==> src/rtl/bonus_pkg.sv <==
// rtl/bonus_pkg.sv - shared sizes, slot record and FSM state for the bonus slot manager
package bonus_pkg;
   localparam int SLOTS   = 16;
   localparam int TYPE_W  = 3;
   localparam int COORD_W = 11;

   typedef struct packed {
      logic [COORD_W-1:0] x;
      logic [COORD_W-1:0] y;
      logic [TYPE_W-1:0]  kind;
   } bonus_slot_t;

   typedef enum logic [1:0] {IDLE, MOVE, REPORT} state_t;
endpackage

==> src/rtl/bonus_prio_enc.sv <==
// rtl/bonus_prio_enc.sv - lowest-set-bit encoder returning index and found flag
module bonus_prio_enc
   import bonus_pkg::*;
#(
   parameter int WIDTH = SLOTS,
   parameter int IDX_W = 4
) (
   input  logic [WIDTH-1:0] vec,
   output logic [IDX_W-1:0] idx,
   output logic             found
);

   // scan from the top down so the lowest set bit is the last one written
   always_comb begin
      idx   = '0;
      found = 1'b0;
      for (int i = WIDTH - 1; i >= 0; i--) begin
         if (vec[i]) begin
            idx   = IDX_W'(i);
            found = 1'b1;
         end
      end
   end

endmodule

==> src/rtl/bonus_slot_manager.sv <==
// rtl/bonus_slot_manager.sv - 16-slot falling bonus control; optional BONUS_MISS_CNT_EN adds missCount
module bonus_slot_manager #(
   parameter int SLOTS         = 16,
   parameter int FALL_STEP     = 2,
   parameter int SCREEN_BOTTOM = 479,
   parameter int TYPE_W        = 3
) (
   input  logic                                 clk,
   input  logic                                 reset,
   input  logic                                 startOfFrame,
   input  logic                                 spawnReq,
   input  logic [bonus_pkg::COORD_W-1:0]        spawnX,
   input  logic [bonus_pkg::COORD_W-1:0]        spawnY,
   input  logic [TYPE_W-1:0]                    spawnType,
   output logic                                 spawnAck,
   output logic                                 spawnDrop,
   input  logic [SLOTS-1:0]                     bonusDrawReq,
   input  logic                                 paddleDrawReq,
   output logic [SLOTS-1:0]                     slotActive,
   output logic [SLOTS*bonus_pkg::COORD_W-1:0]  slotX,
   output logic [SLOTS*bonus_pkg::COORD_W-1:0]  slotY,
   output logic [SLOTS*TYPE_W-1:0]              slotType,
   output logic                                 catchValid,
   output logic [3:0]                           catchSlot,
   output logic [TYPE_W-1:0]                    catchType,
   input  logic                                 catchReady
`ifdef BONUS_MISS_CNT_EN
   ,
   output logic [7:0]                           missCount
`endif
);
   import bonus_pkg::*;

   state_t           state, state_nxt;
   bonus_slot_t      slots [SLOTS];
   logic [SLOTS-1:0] caught;
   logic             pending_frame;

   logic [SLOTS-1:0] hits, clear_mask, report_vec, move_mask, miss_mask, active_nxt;
   logic [11:0]      y_sum [SLOTS];
   logic [3:0]       free_idx, rep_idx;
   logic             free_found, rep_found;
   logic             frame_go, handshake, do_move, do_spawn;

   assign hits       = paddleDrawReq ? (bonusDrawReq & slotActive) : '0;
   assign handshake  = catchValid && catchReady;
   assign clear_mask = handshake ? (SLOTS'(1) << catchSlot) : '0;
   assign report_vec = caught & ~clear_mask;
   assign frame_go   = startOfFrame || pending_frame;

   bonus_prio_enc #(.WIDTH(SLOTS), .IDX_W(4)) u_free_enc (
      .vec   (~slotActive),
      .idx   (free_idx),
      .found (free_found)
   );

   bonus_prio_enc #(.WIDTH(SLOTS), .IDX_W(4)) u_rep_enc (
      .vec   (report_vec),
      .idx   (rep_idx),
      .found (rep_found)
   );

   // per-slot fall arithmetic in 12 bits so the bottom test cannot wrap
   always_comb begin
      for (int i = 0; i < SLOTS; i++) begin
         y_sum[i]     = {1'b0, slots[i].y} + 12'(FALL_STEP);
         move_mask[i] = slotActive[i] && !caught[i];
         miss_mask[i] = move_mask[i] && (y_sum[i] > 12'(SCREEN_BOTTOM));
      end
   end

   // state register
   always_ff @(posedge clk) begin
      if (reset) state <= IDLE;
      else       state <= state_nxt;
   end

   // next-state: frames win over spawns, REPORT drains until no catch is left
   always_comb begin
      state_nxt = state;
      case (state)
         IDLE:    if (frame_go) state_nxt = MOVE;
         MOVE:    state_nxt = (caught != '0) ? REPORT : IDLE;
         REPORT:  if (report_vec == '0) state_nxt = IDLE;
         default: state_nxt = IDLE;
      endcase
   end

   // state decode; a spawn is not re-accepted while its ack/drop pulse is still out
   always_comb begin
      do_move  = 1'b0;
      do_spawn = 1'b0;
      case (state)
         IDLE:    do_spawn = !frame_go && spawnReq && !spawnAck && !spawnDrop;
         MOVE:    do_move  = 1'b1;
         default: ;
      endcase
   end

   // next active mask: reported slots freed, missed slots freed, spawned slot set
   always_comb begin
      active_nxt = slotActive & ~clear_mask;
      if (do_move) active_nxt = active_nxt & ~miss_mask;
      if (do_spawn && free_found) active_nxt[free_idx] = 1'b1;
   end

   // slot storage, hit capture, frame latch, spawn response and catch event registers
   always_ff @(posedge clk) begin
      if (reset) begin
         for (int i = 0; i < SLOTS; i++) slots[i] <= '0;
         slotActive    <= '0;
         caught        <= '0;
         pending_frame <= 1'b0;
         spawnAck      <= 1'b0;
         spawnDrop     <= 1'b0;
         catchValid    <= 1'b0;
         catchSlot     <= '0;
         catchType     <= '0;
      end else begin
         slotActive <= active_nxt;
         caught     <= (caught | hits) & ~clear_mask;
         spawnAck   <= do_spawn && free_found;
         spawnDrop  <= do_spawn && !free_found;

         if (state == IDLE && frame_go) pending_frame <= 1'b0;
         else if (startOfFrame)         pending_frame <= 1'b1;

         for (int i = 0; i < SLOTS; i++) begin
            if (do_spawn && free_found && free_idx == 4'(i))
               slots[i] <= '{x: spawnX, y: spawnY, kind: spawnType};
            else if (do_move && move_mask[i] && !miss_mask[i])
               slots[i].y <= y_sum[i][COORD_W-1:0];
         end

         // an event is held until handshaken, then the next lowest is loaded
         if (state_nxt == REPORT) begin
            if (!catchValid || handshake) begin
               catchValid <= rep_found;
               catchSlot  <= rep_idx;
               catchType  <= slots[rep_idx].kind;
            end
         end else begin
            catchValid <= 1'b0;
            catchSlot  <= '0;
            catchType  <= '0;
         end
      end
   end

   for (genvar g = 0; g < SLOTS; g++) begin : g_flat
      assign slotX[g*COORD_W +: COORD_W] = slots[g].x;
      assign slotY[g*COORD_W +: COORD_W] = slots[g].y;
      assign slotType[g*TYPE_W +: TYPE_W] = slots[g].kind;
   end

`ifdef BONUS_MISS_CNT_EN
   logic [4:0] miss_num;
   logic [8:0] miss_sum;

   // number of bonuses leaving the screen this frame
   always_comb begin
      miss_num = '0;
      for (int i = 0; i < SLOTS; i++) miss_num = miss_num + 5'(miss_mask[i]);
      miss_sum = {1'b0, missCount} + 9'(miss_num);
   end

   // saturating miss counter
   always_ff @(posedge clk) begin
      if (reset)        missCount <= '0;
      else if (do_move) missCount <= miss_sum[8] ? 8'hFF : miss_sum[7:0];
   end
`endif

endmodule

==> config.mk <==
export PLATFORM = sky130hd
export DESIGN_NAME = bonus_slot_manager
export DESIGN_NICKNAME = d
export VERILOG_FILES = /design/src/rtl/bonus_pkg.sv /design/src/rtl/bonus_prio_enc.sv /design/src/rtl/bonus_slot_manager.sv
export SDC_FILE = /design/constraint.sdc
export NUM_CORES = 1
export LEC_CHECK = 0
export BUFFER_PORTS_ARGS = -buffer_cell sky130_fd_sc_hd__buf_2
export CAP_MARGIN = 20
export CORE_MARGIN = 4
export CORE_UTILIZATION = 59
export DETAILED_ROUTE_END_ITERATION = 8
export PLACE_DENSITY = 0.88
export SLEW_MARGIN = 20
export SYNTH_ARGS = -nofsm -noshare
export SYNTH_HDL_FRONTEND = slang
export SYNTH_SLANG_ARGS = --single-unit
==> constraint.sdc <==
create_clock -name clk -period 8 [get_ports clk]
set_clock_uncertainty 0.2 [all_clocks]
set_input_delay 0.8 -clock clk [delete_from_list [all_inputs] [get_ports clk]]
set_output_delay 0.8 -clock clk [all_outputs]
set_load 0.01 [all_outputs]
# Yosys cells after proc, flatten, opt, wreduce, memory -nomap -nowiden

Memories as Yosys holds them, arrays and structs flattened. A register that Yosys moved wholly into a read port is not among the register bits.
Cells that the tools add are included.

Multipliers: 0
Shift operators: 1
Mux-type cells: 222
Bitwise gates (word level): 43
Equality and inequality tests: 18
Add/subtract/negate cells: 16
Magnitude comparators: 18
Reduce and logical (&&, ||, !) cells: 133
Divide/modulo/power cells: 0

Operator list:

| operator                                                       | number |
|---|---|
| two-way mux 25 bit                                             | 16 |
| adder 11 x 2 -> 12 bit, second input constant                  | 16 |
| greater-than comparator 12 x 9 -> 1 bit, second input constant | 16 |
| two-way mux 11 bit                                             | 16 |
| two-way mux 1 bit                                              | 149 |
| two-way mux 4 bit                                              | 32 |
| logical AND 1 bit                                              | 88 |
| bitwise AND 16 bit                                             | 5 |
| two-way mux 16 bit                                             | 4 |
| NOT 16 bit                                                     | 3 |
| zero test 1 bit                                                | 37 |
| equality test 4 bit, second input constant                     | 8 |
| OR 1 bit                                                       | 32 |
| OR 16 bit                                                      | 2 |
| equality test 4 x 3 -> 1 bit, second input constant            | 4 |
| zero test 16 bit                                               | 1 |
| nonzero test 16 bit                                            | 1 |
| left shift 1 x 4 -> 16 bit, first input constant               | 1 |
| equality test 4 x 2 -> 1 bit, second input constant            | 2 |
| two-way mux 2 bit                                              | 3 |
| one-hot mux 2 bit (3 select lines)                             | 1 |
| less-than comparator 4 x 5 -> 1 bit, second input constant     | 1 |
| demux 1 bit (select 4 bit)                                     | 1 |
| equality test 2 bit, second input constant                     | 2 |
| other kinds (8)                                                | 10 |

Latch bits: 0
Memories kept: 1
ROM bits: 0
Input port bits: 47
Flip-flop bits (word level): 42
Bits in writable memories: 400

Memory list:

| memory | depth | bits a word | rd ports | clocked after memory_dff | wr ports | RTL line                 | text |
|---|---|---|---|---|---|---|---|
| slots  | 16    | 25          | 17       | 1                        | 16       | bonus_slot_manager.sv:35 | `bonus_slot_t slots [SLOTS];` |

# Longest topological paths before layout

Depth in word-level cells: 24
Depth in mapped cells: 12
Mapped depth without buffers: 11

# By module

A second synthesis with hierarchy kept.

Cells, all modules: 1806
Area, all modules: 20671.1 sq um

By module, submodules not included:

| module             | seq. area each (sq um) | area an instance (sq um) | instances | cells each |
|---|---|---|---|---|
| bonus_slot_manager | 12912.4                | 20313.2                  | 1         | 1740 |
| bonus_prio_enc     | 0.0                    | 178.9                    | 2         | 33 |

# Worst setup path after synthesis

No wires, ideal clock.

Path kind: input port to flip-flop
Start point: input port catchReady
End point: register catchType[2], read port of slots
Path buffers: 3
Data required time: 7.740 ns
Arrival: 2.939 ns
Slack: 4.800 ns
Stages on the path: 12
Cells stage by stage: buf_4 > and4_1 > buf_6 > nand2_4 > a32o_1 > a41o_1 > a221oi_4 > nor2_4 > buf_6 > mux2i_1 > a211oi_1 > o2111a_1

Word-level cells in the longest chain between the ends: 20
Elaborated cells on any way between the ends: 27
Those cells by class: 1 x eq/ne; 19 x mux; 3 x bitwise; 4 x reduce/logical

RTL lines:

| element                         | RTL line                 | text |
|---|---|---|
| start, declared                 | bonus_slot_manager.sv:26 | `input logic catchReady` |
| logical AND 1 bit (*)           | bonus_slot_manager.sv:46 | `assign handshake = catchValid && catchReady;` |
| two-way mux 16 bit              | bonus_slot_manager.sv:47 | `assign clear_mask = handshake ? (SLOTS'(1) << catchSlot) : '0;` |
| NOT 16 bit                      | bonus_slot_manager.sv:48 | `assign report_vec = caught & ~clear_mask;` |
| bitwise AND 16 bit              | bonus_slot_manager.sv:48 |  |
| two-way mux 4 bit (16 in a row) | bonus_prio_enc.sv:18     | `if (vec[i]) begin` |
| end, declared                   | bonus_slot_manager.sv:25 | `output logic [TYPE_W-1:0] catchType,` |

Every way passes the cells marked *; elsewhere a longest branch is shown, timed or not.
A chain may end at the register's enable or synchronous reset.

==> impl_metrics.toml <==
[logic_synthesis]
synth_edf_count = 400
synth_fp_nets = 1830
yosysUniqueCellTypes = 80
yosysWarnings = 0
syn_area_per_cell_um2 = 11.5
ys.flop_type = "edfxtp_1"
async_flop_share = 0
ys_seq_area_frac = 0.636
synthesis.area_um2 = 20300
syn_inst = 1767
ys_seq_elements = 445

[global_routing]
grt_pass1_wl_um = 98000
track_usage = 0.335
antenna_found_initial = 6
grt_max_degree = 61
overflow = 0
grt_pass1_vias = 16100

[cells_and_area]
drive_above_1_share = 0.267
final_common_cell = "buf_2"
synthToLayoutAreaGrowth_pct = 19.7
final_cell_mix = "472 x buf_2, 400 x edfxtp_1, 281 x nor2_1"
design_area_um2 = 24300
fin_nets = 2249

[setup_path]
crit_path_max_fanout = 26
r2r_setup_slack_ns = 3.91
cp_data_arrival_time_ns = 4.06
end_kind = "flip-flop"
cp.required_ns = 7.97
cp-start-kind = "flip-flop"
r2r_start = "slotActive[14]"
worstRegToRegCells = 9
worst-setup-path-type = "reg2reg"
rr_endpoint = "slots[9][1]"

[floorplan]
rows = 67
die_y_um = 194
start_util = 0.601
core_area_um2 = 33800
dieArea_um2 = 37500
die_x_um = 194
io_pins = 473

[detailed_routing]
ant_nets = 0
wirelength_um = 66000
drc = 0
viasPerCell = 6.29
drt_first_pass_iters = 6
drtIter0Drc = 2084
wl_per_cell_um = 24.7
num_vias = 16800

[sta]
finalSetupTns_ns = 0
min_period_ns = 4.09
tightest_slew_ns = 1.05
finalHoldViolations = 0
whs_ns = 0.314
slew_violations = 0
fmax_mhz = 244
setup_ws_ns = 3.91
slew_headroom = 0.295
setup_viol = 0
rsz0062_at_grt = "no"
finalCritPeriodShare = 0.512

[outcome]
outcome = "completed"

[pwr]
power_density_nw_per_um2 = 215
pwr-share-comb = 0.080
p_int_mw = 3.97
pwr-share-seq = 0.523
power_leakage_nw = 9.67
swShare = 0.241
ir_drop_mv = 0.184
p_clk_frac = 0.397
power.switching_mw = 1.26

[hold_path]
min_path_cells = 1
holdPathEnd = "state[0]"
hold_start = "state[0]"
hp-class = "reg2reg"

[clock_tree]
cts-buffers-inserted = 45
path_clk_slew_ns = 0.06
cts_tree = "built"
clkSinkCount = 445
clk_latency_ns = 0.55
clk_path_buf_depth = 3
cts_setup_buffers = 0
hold_buffers = 0
postCtsResizedCells = 0
cts-root-buf = "clkbuf_16"
htreeDepth = 2

[place]
globalplace.congestion = 1.03
placedInstanceArea_um2 = 22900
place_ws_ns = 4.13
hpwl_um = 47200
io_buffers = 472

[job]
maxCapViolCount = 0
[worst max path at each step]
| stage | startpoint | endpoint | slack [ns] | depth (start not counted) |
|---|---|---|---|---|
| 2_1_floorplan | catchReady | catchType[2] | 4.80 | 12 |
| 3_3_place_gp | startOfFrame | slots[1][9] | 4.18 | 6 |
| 4_1_cts | slotActive[14] | slots[9][1] | 4.05 | 9 |
| 5_1_grt | slotActive[14] | slots[9][1] | 3.73 | 9 |
| 3_5_place_dp | slotActive[14] | slots[9][1] | 4.13 | 9 |
| 6_report | slotActive[14] | slots[9][1] | 3.91 | 9 |
[through the flow]
stage               power [mW]  instances  utilization
finish                    5.24       2675        0.720
global route              5.37       2675        0.720
CTS                       5.23       2670        0.719
detailed placement        3.20       2587        0.677
global placement          3.18       2587        0.677
floorplan                 2.97       1767            -
[cell usage after synthesis, drive strengths merged (33+ instances only)]
| cell | n | area, um^2 |
|---|---|---|
| o22ai | 56 | 350 |
| inv | 42 | 158 |
| nand3 | 98 | 490 |
| edfxtp | 400 | 12000 |
| clkbuf | 80 | 300 |
| buf | 33 | 186 |
| and3 | 36 | 225 |
| dfxtp | 45 | 901 |
| a21oi | 41 | 205 |
| xor2 | 52 | 455 |
| nand2 | 175 | 681 |
| xnor2 | 45 | 394 |
| nor2 | 283 | 1090 |
| o21ai | 62 | 310 |
[layout make-up]
class	count	area, um^2
clock inverters	28	262
inverters	42	158
fillers	2287	9470
diodes	5	12.5
flip-flops and latches	445	12900
repair buffers	485	2460
clock buffers	55	1180
well taps	448	561
multi-input cells	1167	6770
[cells by family (layout without fill, tap and decap cells)]
group | after synthesis | count (layout) | synth area share
other | 0 | 5 | 0
xor gates and xnor gates | 97 | 97 | 0.0418
adders and majority gates | 16 | 16 | 0.00985
AOI/OAI and AO/OA | 308 | 308 | 0.102
muxes | 31 | 31 | 0.0160
and+or+nand+nor | 715 | 715 | 0.163
DFF | 445 | 445 | 0.636
buffers and inverters | 155 | 610 | 0.0317
[power by group through the flow]
stage          logic [mW]  clock network, mW  registers (mW)
3_3_place_gp        0.405                  0            2.78
6_report            0.419               2.08            2.74
2_1_floorplan       0.150                  0            2.82
5_1_grt             0.444               2.18            2.75
4_1_cts             0.416               2.08            2.73
3_5_place_dp        0.414                  0            2.78
[state kept, by name (all words and copies together), names as in the netlist]
register       cells
catchSlot          4
catchType          3
catchValid         1
caught            16
pending_frame      1
slotActive        16
slots            400
spawnAck           1
spawnDrop          1
state              2
[worst max-delay path, stage by stage (launching register included)]
cell and delay, ns:
dfxtp_1 0.44, nor2b_1 0.16, o21ai_0 0.10, a21boi_0 0.42, o21ai_0 0.13, a21boi_0 0.30, o211a_1 0.22, o21a_1 0.30
nand2_1 0.66, nand2_1 0.75
[metal layers]
metal	share of wire	global-route usage	vias up
li1	-	-	7328
met1	0.36	0.442	8105
met2	0.47	0.535	1175
met3	0.12	0.0844	227
met4	0.052	0.144	2
met5	0.00030	0	-
(Power assumes the default switching activity.)
